--- config.mk ---
export PLATFORM = sky130hd
export DESIGN_NAME = pkt_wr_ctrl
export DESIGN_NICKNAME = d
export VERILOG_FILES = /design/src/rtl/pkt_wr_ctrl.sv
export SDC_FILE = /design/constraint.sdc
export NUM_CORES = 1
export LEC_CHECK = 0
export BUFFER_PORTS_ARGS = -buffer_cell sky130_fd_sc_hd__buf_4
export CORE_ASPECT_RATIO = 1.1
export CORE_UTILIZATION = 25
export DETAILED_ROUTE_END_ITERATION = 8
export SLEW_MARGIN = 5
export SYNTH_ARGS = -nofsm -noshare
export SYNTH_HDL_FRONTEND = slang
export SYNTH_SLANG_ARGS = --single-unit
--- constraint.sdc ---
create_clock -name wr_clk -period 5.99 [get_ports wr_clk]
set_input_delay 0.599 -clock wr_clk [delete_from_list [all_inputs] [get_ports wr_clk]]
set_output_delay 0.599 -clock wr_clk [all_outputs]
set_load 0.02 [all_outputs]
--- src/rtl/pkt_wr_ctrl.sv ---
// pkt_wr_ctrl
// Write-side pointer controller for a dual-clock FIFO, running entirely in
// the write clock domain. Supports packet mode (speculative writes that are
// committed on the last word, drop/rollback of the open packet, discard of
// packets that can never fit) or plain stream mode. It also produces a
// programmable almost-full flag and overflow reporting.
//
// Ports
//   wr_clk         : write-domain clock
//   rst_n          : synchronous active-low reset
//   wr_en          : a word is presented
//   wr_last        : presented word closes the packet (packet mode)
//   wr_drop        : abort the open packet (packet mode)
//   rd_ptr_wsync   : read pointer, Gray, already synchronised to wr_clk
//   wr_we          : RAM write strobe (combinational)
//   wr_addr        : RAM write address (low bits of the speculative pointer)
//   wr_ptr         : committed write pointer, Gray, registered, to read side
//   wr_full        : FIFO full, counted against the speculative pointer
//   wr_almost_full : occupancy >= AF_THRESH
//   fifo_cnt       : speculative occupancy
//   overflow       : one-cycle pulse after a write attempt while full
//   pkt_oversize   : one-cycle pulse when a packet is found to exceed DEPTH
module pkt_wr_ctrl #(
    parameter int DEPTH     = 16,
    parameter int AF_THRESH = DEPTH - 2,
    parameter bit PKT_MODE  = 1'b1,
    localparam int AW       = $clog2(DEPTH)
) (
    input  logic          wr_clk,
    input  logic          rst_n,
    input  logic          wr_en,
    input  logic          wr_last,
    input  logic          wr_drop,
    input  logic [AW:0]   rd_ptr_wsync,
    output logic          wr_we,
    output logic [AW-1:0] wr_addr,
    output logic [AW:0]   wr_ptr,
    output logic          wr_full,
    output logic          wr_almost_full,
    output logic [AW:0]   fifo_cnt,
    output logic          overflow,
    output logic          pkt_oversize
);

    localparam logic [AW:0] DEPTH_W = (AW+1)'(DEPTH);
    localparam logic [AW:0] AF_W    = (AW+1)'(AF_THRESH);

    typedef enum logic [1:0] {
        IDLE    = 2'd0,
        OPEN    = 2'd1,
        DISCARD = 2'd2
    } state_t;

    state_t        state_reg, state_next;
    logic [AW:0]   spec_reg, spec_next;
    logic [AW:0]   cmt_reg, cmt_next;
    logic [AW:0]   wr_ptr_reg;
    logic [AW:0]   fifo_cnt_reg;
    logic          wr_full_reg;
    logic          wr_almost_full_reg;
    logic          overflow_reg;
    logic          pkt_oversize_reg;
    logic          oversize_next;

    logic [AW:0]   rd_bin;
    logic [AW:0]   spec_inc;
    logic [AW:0]   cnt_next;
    logic          drop;
    logic          discarding;
    logic          acc;

    // Gray to binary: each binary bit is the XOR of all Gray bits at or above it.
    generate
        for (genvar gi = 0; gi <= AW; gi++) begin : g_rd_bin
            assign rd_bin[gi] = ^rd_ptr_wsync[AW:gi];
        end
    endgenerate

    // Drop has no meaning in stream mode, so it is masked out entirely there.
    assign drop       = PKT_MODE && wr_drop;
    assign discarding = (state_reg == DISCARD);
    // While discarding nothing reaches the RAM, so full must not stall the sink.
    assign acc        = wr_en && !drop && (!wr_full_reg || discarding);
    assign wr_we      = rst_n && acc && !discarding;
    assign wr_addr    = spec_reg[AW-1:0];
    assign spec_inc   = spec_reg + 1'b1;

    always_comb begin
        state_next    = state_reg;
        spec_next     = spec_reg;
        cmt_next      = cmt_reg;
        oversize_next = 1'b0;
        if (!PKT_MODE) begin
            state_next = IDLE;
            if (acc) begin
                spec_next = spec_inc;
                cmt_next  = spec_inc;
            end
        end else begin
            case (state_reg)
                IDLE: begin
                    if (acc) begin
                        spec_next = spec_inc;
                        if (wr_last) begin
                            cmt_next = spec_inc;
                        end else begin
                            state_next = OPEN;
                        end
                    end
                end
                OPEN: begin
                    if (drop) begin
                        spec_next  = cmt_reg;
                        state_next = IDLE;
                    end else if (acc) begin
                        if (wr_last) begin
                            spec_next  = spec_inc;
                            cmt_next   = spec_inc;
                            state_next = IDLE;
                        end else if ((spec_inc - cmt_reg) == DEPTH_W) begin
                            // Packet fills the whole FIFO without ending: it can
                            // never commit, so roll back and sink the remainder.
                            spec_next     = cmt_reg;
                            oversize_next = 1'b1;
                            state_next    = DISCARD;
                        end else begin
                            spec_next = spec_inc;
                        end
                    end
                end
                DISCARD: begin
                    if (drop || (wr_en && wr_last)) begin
                        state_next = IDLE;
                    end
                end
                default: begin
                    state_next = IDLE;
                end
            endcase
        end
    end

    // Occupancy is measured from the speculative pointer so open packets
    // reserve their space; modulo arithmetic keeps it correct through wrap.
    assign cnt_next = spec_next - rd_bin;

    always_ff @(posedge wr_clk) begin
        if (!rst_n) begin
            state_reg          <= IDLE;
            spec_reg           <= '0;
            cmt_reg            <= '0;
            wr_ptr_reg         <= '0;
            fifo_cnt_reg       <= '0;
            wr_full_reg        <= 1'b0;
            wr_almost_full_reg <= 1'b0;
            overflow_reg       <= 1'b0;
            pkt_oversize_reg   <= 1'b0;
        end else begin
            state_reg          <= state_next;
            spec_reg           <= spec_next;
            cmt_reg            <= cmt_next;
            wr_ptr_reg         <= cmt_next ^ (cmt_next >> 1);
            fifo_cnt_reg       <= cnt_next;
            wr_full_reg        <= (cnt_next == DEPTH_W);
            wr_almost_full_reg <= (cnt_next >= AF_W);
            overflow_reg       <= wr_en && wr_full_reg;
            pkt_oversize_reg   <= oversize_next;
        end
    end

    assign wr_ptr         = wr_ptr_reg;
    assign fifo_cnt       = fifo_cnt_reg;
    assign wr_full        = wr_full_reg;
    assign wr_almost_full = wr_almost_full_reg;
    assign overflow       = overflow_reg;
    assign pkt_oversize   = pkt_oversize_reg;

endmodule

==> impl_metrics.py, run 1 <==
metrics = {
    "synth": {
        "synth-xor-area-share_pct": 11.9,
        "synth_area_per_cell_um2": 7.84,
        "synth_edf_count": 0,
        "synthFlopType": "dfxtp_1",
        "ys_top_cells_by_area": "dfxtp_1, xnor2_1, a21oi_1, ha_1, nor2_1",
        "ys_ff_latch": 25,
        "async_reset_ff_share_pct": 0,
        "synth-adder-area-share_pct": 7.10,
        "synthesis.instances": 238,
        "yosys_warnings": 0,
        "synth_common_cells": "dfxtp_1, a21oi_1, nor2_1",
        "synth_compound_area_share_pct": 22.9,
        "yosysMostFrequentCell": "dfxtp_1",
        "syn_area_um2": 1870,
        "yosysTopAreaCell": "dfxtp_1",
        "yosysUniqueCellTypes": 47,
        "synth-simple-area-share_pct": 23.5,
        "seq_area_frac_synth_pct": 26.8,
        "syn-num-nets": 258,
        "synth_top_family_by_area": "simple AND/OR/NAND/NOR gates",
        "synth.mux.area_fraction_pct": 0,
        "synth_top_area_share_pct": 26.8,
    },
    "die": {
        "dieArea_um2": 7820,
        "core_um2": 7130,
        "initial_utilization_pct": 26.2,
        "ios": 29,
        "fp.dieH_um": 92.6,
        "chipWidth_um": 84.4,
        "rows": 32,
    },
    "cts": {
        "clock_latency_ps": 270,
        "numCtsBuffers": 3,
        "clkTransAtPathRegs_ps": 100,
        "cts_tree": "done",
        "htreeDepth": 1,
        "cts_root_buf": "clkbuf_8",
        "ctsResizeCount": 0,
        "cts_hold_buf": 0,
        "clk_path_buf_depth": 2,
        "post-cts-setup-buffer-count": 0,
        "cts_sinks": 25,
    },
    "worst_setup_path": {
        "worstSetupStartpoint": "spec_reg[0]",
        "cp_max_fo": 11,
        "crit_required_ps": 6190,
        "r2r_start": "spec_reg[0]",
        "start_kind": "flip-flop",
        "crit_arrival_ps": 4860,
        "end_kind": "flip-flop",
        "path_class": "flip-flop to flip-flop",
    },
    "final_layout": {
        "fin_nets": 277,
        "design_area_um2": 2150,
        "area.growth.synth_to_final_pct": 15.3,
        "utilization_pct": 30.2,
        "drive_gt1_share_pct": 16.0,
        "antenna_cells": 0,
        "layout.cells.non_filler": 341,
    },
    "route": {
        "drt_iter0_drc": 104,
        "wl_mm": 4.89,
        "drc": 2,
        "first_pass_iters": 6,
        "wire_per_inst_um": 14.3,
        "route.vias.total": 1745,
        "detail-route-antenna-nets": 0,
        "via_per_inst": 5.12,
    },
    "sta": {
        "drv_slew": 0,
        "setup_ws_ps": 1330,
        "clock_skew_ps": 2.30,
        "period_minus_slack_ps": 4660,
        "setup_viol": 0,
        "hold_violations": 0,
        "rsz0062_at_grt": "no",
        "setup_tns_ps": 0,
        "min_period_over_period_pct": 77.8,
        "fmax_ghz": 0.215,
        "worst_slew_pin_slew_ps": 848,
        "maxSlewHeadroom_pct": 42.0,
        "hold_ws_ps": 565,
    },
    "global_routing": {
        "grt_pass1_vias": 1675,
        "use_met3_pct": 1.43,
        "grtUsageTotal_pct": 13.2,
        "grt_max_degree": 17,
        "top_usage_layer": "met2",
        "antenna_found_initial": 0,
        "grt_pass1_wl_mm": 8.16,
        "use_met1_pct": 16.6,
        "met2_usage_pct": 23.0,
        "grt_overflow": 0,
    },
    "power_and_ir_drop": {
        "power.total_uw": 456,
        "internal-power_uw": 297,
        "power_switching_uw": 160,
        "ir_worst_vdd_mv": 0.113,
        "power.leakage_nw": 0.851,
        "pwr-share-comb_pct": 35.0,
        "pwr-share-clk_pct": 23.5,
        "powerDensity_nw_per_um2": 212,
        "switching_share_pct": 35.0,
        "power_frac_seq_pct": 41.5,
    },
    "placement": {
        "place_ws_ps": 1390,
        "portBuffers": 28,
        "post-place-cells": 337,
        "dp_hpwl_mm": 3.79,
        "gp_congestion": 0.874,
        "dpl_cell_area_um2": 2100,
    },
    "hold_path": {
        "holdCritPathClass": "flip-flop to flip-flop",
        "hp-start": "cmt_reg[3]",
    },
    "run_status": {
        "status": "complete, but fails checks",
        "violations": "DRC",
    },
    "job": {
        "maxCapViolations": 0,
    },
}
==> power groups by stage <==
stage	clock, mW	sequential, mW	combinational (mW)
finish	0.107	0.190	0.160
global route	0.119	0.191	0.176
CTS	0.113	0.190	0.161
detailed placement	0	0.193	0.160
global placement	0	0.194	0.159
floorplan	0	0.204	0.0991
==> critical path: stages, from the launching register on <==
cell and delay (ps):
dfxtp_1 550, ha_1 330, xnor2_1 210, inv_1 80, ha_1 350, a21oi_1 290
nand3_1 100, or4b_1 540, nand3_1 160, o211a_1 180, o21ai_0 120, ha_1 260
fa_1 410, nor2b_1 120, o21ai_0 80, nand2b_1 90, xnor2_1 80, or4_4 430
a31oi_1 180
==> logic make-up (layout without fill, tap and decap cells) <==
kind of cell | Yosys count | in the layout
AND/OR/NAND/NOR | 83 | 83
AO/OA/AOI/OAI | 68 | 68
buffers and inverters | 30 | 48
flip-flops | 25 | 25
XOR/XNOR | 22 | 22
adder cells (fa/ha/maj) | 10 | 10
==> per-layer routing <==
layer / up-vias / share of wire [%]
met3: 15 / 6.7
met2: 72 / 48
li1: 880 / -
met4: 0 / 2.9
met1: 778 / 43
met5: - / 0
==> worst paths after layout <==
| kind | endpoint | slack [ps] | cells after the start |
|---|---|---|---|
| setup / recovery | wr_almost_full | 1330 | 18 |
| hold / removal | cmt_reg[3] | 570 | 2 |
| setup reg to reg | wr_almost_full | 1330 | 18 |
| hold reg to reg | cmt_reg[3] | 570 | 2 |
==> cell usage in the layout (no fill, tap or decap), types with 5 or more instances in the layout <==
cell       n
inv_1     14
a211oi_1   5
nand2b_1   7
xnor2_1   15
nand2_1   16
a31oi_1    5
o21ai_0   15
nor2_1    20
nor3_1     7
a21oi_1   23
ha_1       9
nand3_1    9
buf_4     30
dfxtp_1   25
==> final cells by class <==
type | count | area (um^2)
Inverter | 14 | 52.6
Tap cell | 85 | 106
Multi-Input combinational cell | 183 | 1220
Fill cell | 759 | 4970
Timing Repair Buffer | 30 | 225
Sequential cell | 25 | 500
Clock buffer | 3 | 41.3
Clock inverter | 1 | 7.51
Power figures use the tool's default switching activity.
==> inputs of run 2 (changes only) <==
==> constraint.sdc (replaced) <==
create_clock -name wr_clk -period 4.7 [get_ports wr_clk]
set_input_delay 0.47 -clock wr_clk [delete_from_list [all_inputs] [get_ports wr_clk]]
set_output_delay 0.47 -clock wr_clk [all_outputs]
set_load 0.02 [all_outputs]
==> impl_metrics.py, run 2 (same netlist as run 1, synthesis figures left out) <==
metrics = {
    "hold_path": {
        "holdCritPathClass": "input pin to flip-flop",
    },
    "placement": {
        "dp_hpwl_mm": 3.92,
        "gp_congestion": 0.912,
        "portBuffers": 28,
        "post-place-cells": 341,
    },
    "run_status": {
        "status": "complete, but fails checks",
        "violations": "DRC",
    },
    "global_routing": {
        "grt_pass1_wl_mm": 8.36,
        "grtUsageTotal_pct": 13.5,
        "grt_overflow": 0,
        "grt_max_degree": 17,
        "antenna_found_initial": 0,
        "grt_pass1_vias": 1717,
    },
    "sta": {
        "hold_violations": 0,
        "maxSlewHeadroom_pct": 56.7,
        "rsz0062_at_grt": "no",
        "min_period_over_period_pct": 93.5,
        "setup_tns_ps": 0,
        "setup_viol": 0,
        "clock_skew_ps": 12.0,
        "drv_slew": 0,
        "period_minus_slack_ps": 4390,
        "worst_slew_pin_slew_ps": 648,
        "fmax_ghz": 0.228,
    },
    "die": {
        "core_um2": 7130,
        "fp.dieH_um": 92.6,
        "rows": 32,
        "ios": 29,
        "dieArea_um2": 7820,
        "initial_utilization_pct": 26.2,
        "chipWidth_um": 84.4,
    },
    "final_layout": {
        "final_cell_mix": "buf_4, dfxtp_1, a21oi_1",
        "layout.cells.non_filler": 345,
        "fin_nets": 281,
        "utilization_pct": 30.8,
        "drive_gt1_share_pct": 17.7,
        "area.growth.synth_to_final_pct": 17.4,
        "layout_commonest_cell": "buf_4",
        "antenna_cells": 0,
    },
    "route": {
        "drt_iter0_drc": 115,
        "route.vias.total": 1785,
        "detail-route-antenna-nets": 0,
        "first_pass_iters": 8,
        "wire_per_inst_um": 14.8,
        "drc": 2,
        "via_per_inst": 5.17,
        "wl_mm": 5.09,
    },
    "power_and_ir_drop": {
        "powerDensity_nw_per_um2": 268,
        "ir_worst_vdd_mv": 0.152,
        "power.total_uw": 588,
        "power.leakage_nw": 0.872,
    },
    "worst_setup_path": {
        "crit_required_ps": 4920,
        "cp_max_fo": 10,
        "crit_arrival_ps": 4610,
        "start_kind": "flip-flop",
        "end_kind": "flip-flop",
        "path_class": "flip-flop to flip-flop",
    },
    "cts": {
        "clkTransAtPathRegs_ps": 110,
        "cts_tree": "done",
        "htreeDepth": 1,
        "clk_path_buf_depth": 2,
        "cts_root_buf": "clkbuf_8",
        "numCtsBuffers": 3,
        "cts_sinks": 25,
        "post-cts-setup-buffer-count": 0,
        "clock_latency_ps": 290,
        "cts_hold_buf": 0,
    },
    "job": {
        "maxCapViolations": 0,
    },
}
[run 2: cell count changes in the layout (fill, tap and decap cells not counted)]
cell / before / now
a2111oi_1: 0 / 1
xnor2_1: 15 / 14
xnor2_2: 2 / 3
buf_4: 30 / 34
a2111oi_0: 3 / 2
[run 2: path summary, 6_finish.rpt]
path	start	to	slack, ps	cells past startpoint
hold reg to reg	cmt_reg[3]	cmt_reg[3]	570	2
setup / recovery	spec_reg[2]	wr_almost_full	310	18
setup reg to reg	spec_reg[2]	wr_almost_full	310	18
hold / removal	wr_en	overflow	460	2
[run 2: metrics by stage]
step	hold slack, ps	cell area [um^2]	worst slack (ps)
6_report	459	2190	306
5_1_grt	473	2190	38.8
4_1_cts	464	2180	311
3_5_place_dp	552	2130	359
3_3_place_gp	534	2130	404
2_1_floorplan	505	1870	683
[run 2: area by class of cell]
type,count,area [um^2]
Clock buffer,3,41.3
Clock inverter,1,7.51
Fill cell,781,4930
Inverter,14,52.6
Multi-Input combinational cell,183,1230
Sequential cell,25,500
Tap cell,85,106
Timing Repair Buffer,34,255
[run 2: power breakdown]
part           switching, mW  internal (mW)  total [mW]  leakage [nW]
clock                 0.0808         0.0604       0.141        0.0217
sequential           0.00952          0.230       0.239         0.204
combinational          0.118         0.0897       0.207         0.646
[run 2: critical path: stages (launching register included)]
cell and delay (ps):
dfxtp_1 540, nand3_1 180, xor2_1 200, inv_1 110, ha_1 340, nor3b_1 240, nand3_1 90, or4b_1 550
nand3_1 150, o211a_1 190, o21ai_0 100, ha_1 250, fa_1 400, nor2b_1 120, o21ai_0 70, nand2b_1 80
xnor2_1 80, or4_4 430, a31oi_1 190
[run 2: what timing repair did]
item | CTS | global route
endpoints found under the hold margin | 0 | 0
resized for setup | 0 | 2
setup endpoints to repair | 0 | 3
[run 2: per-layer routing]
layer	GRT usage (%)	vias to the layer above	wire, um
met5	0	-	0
met4	4.66	0	121
li1	-	889	-
met1	17.5	829	2240
met3	2.14	10	329
met2	22.7	57	2400
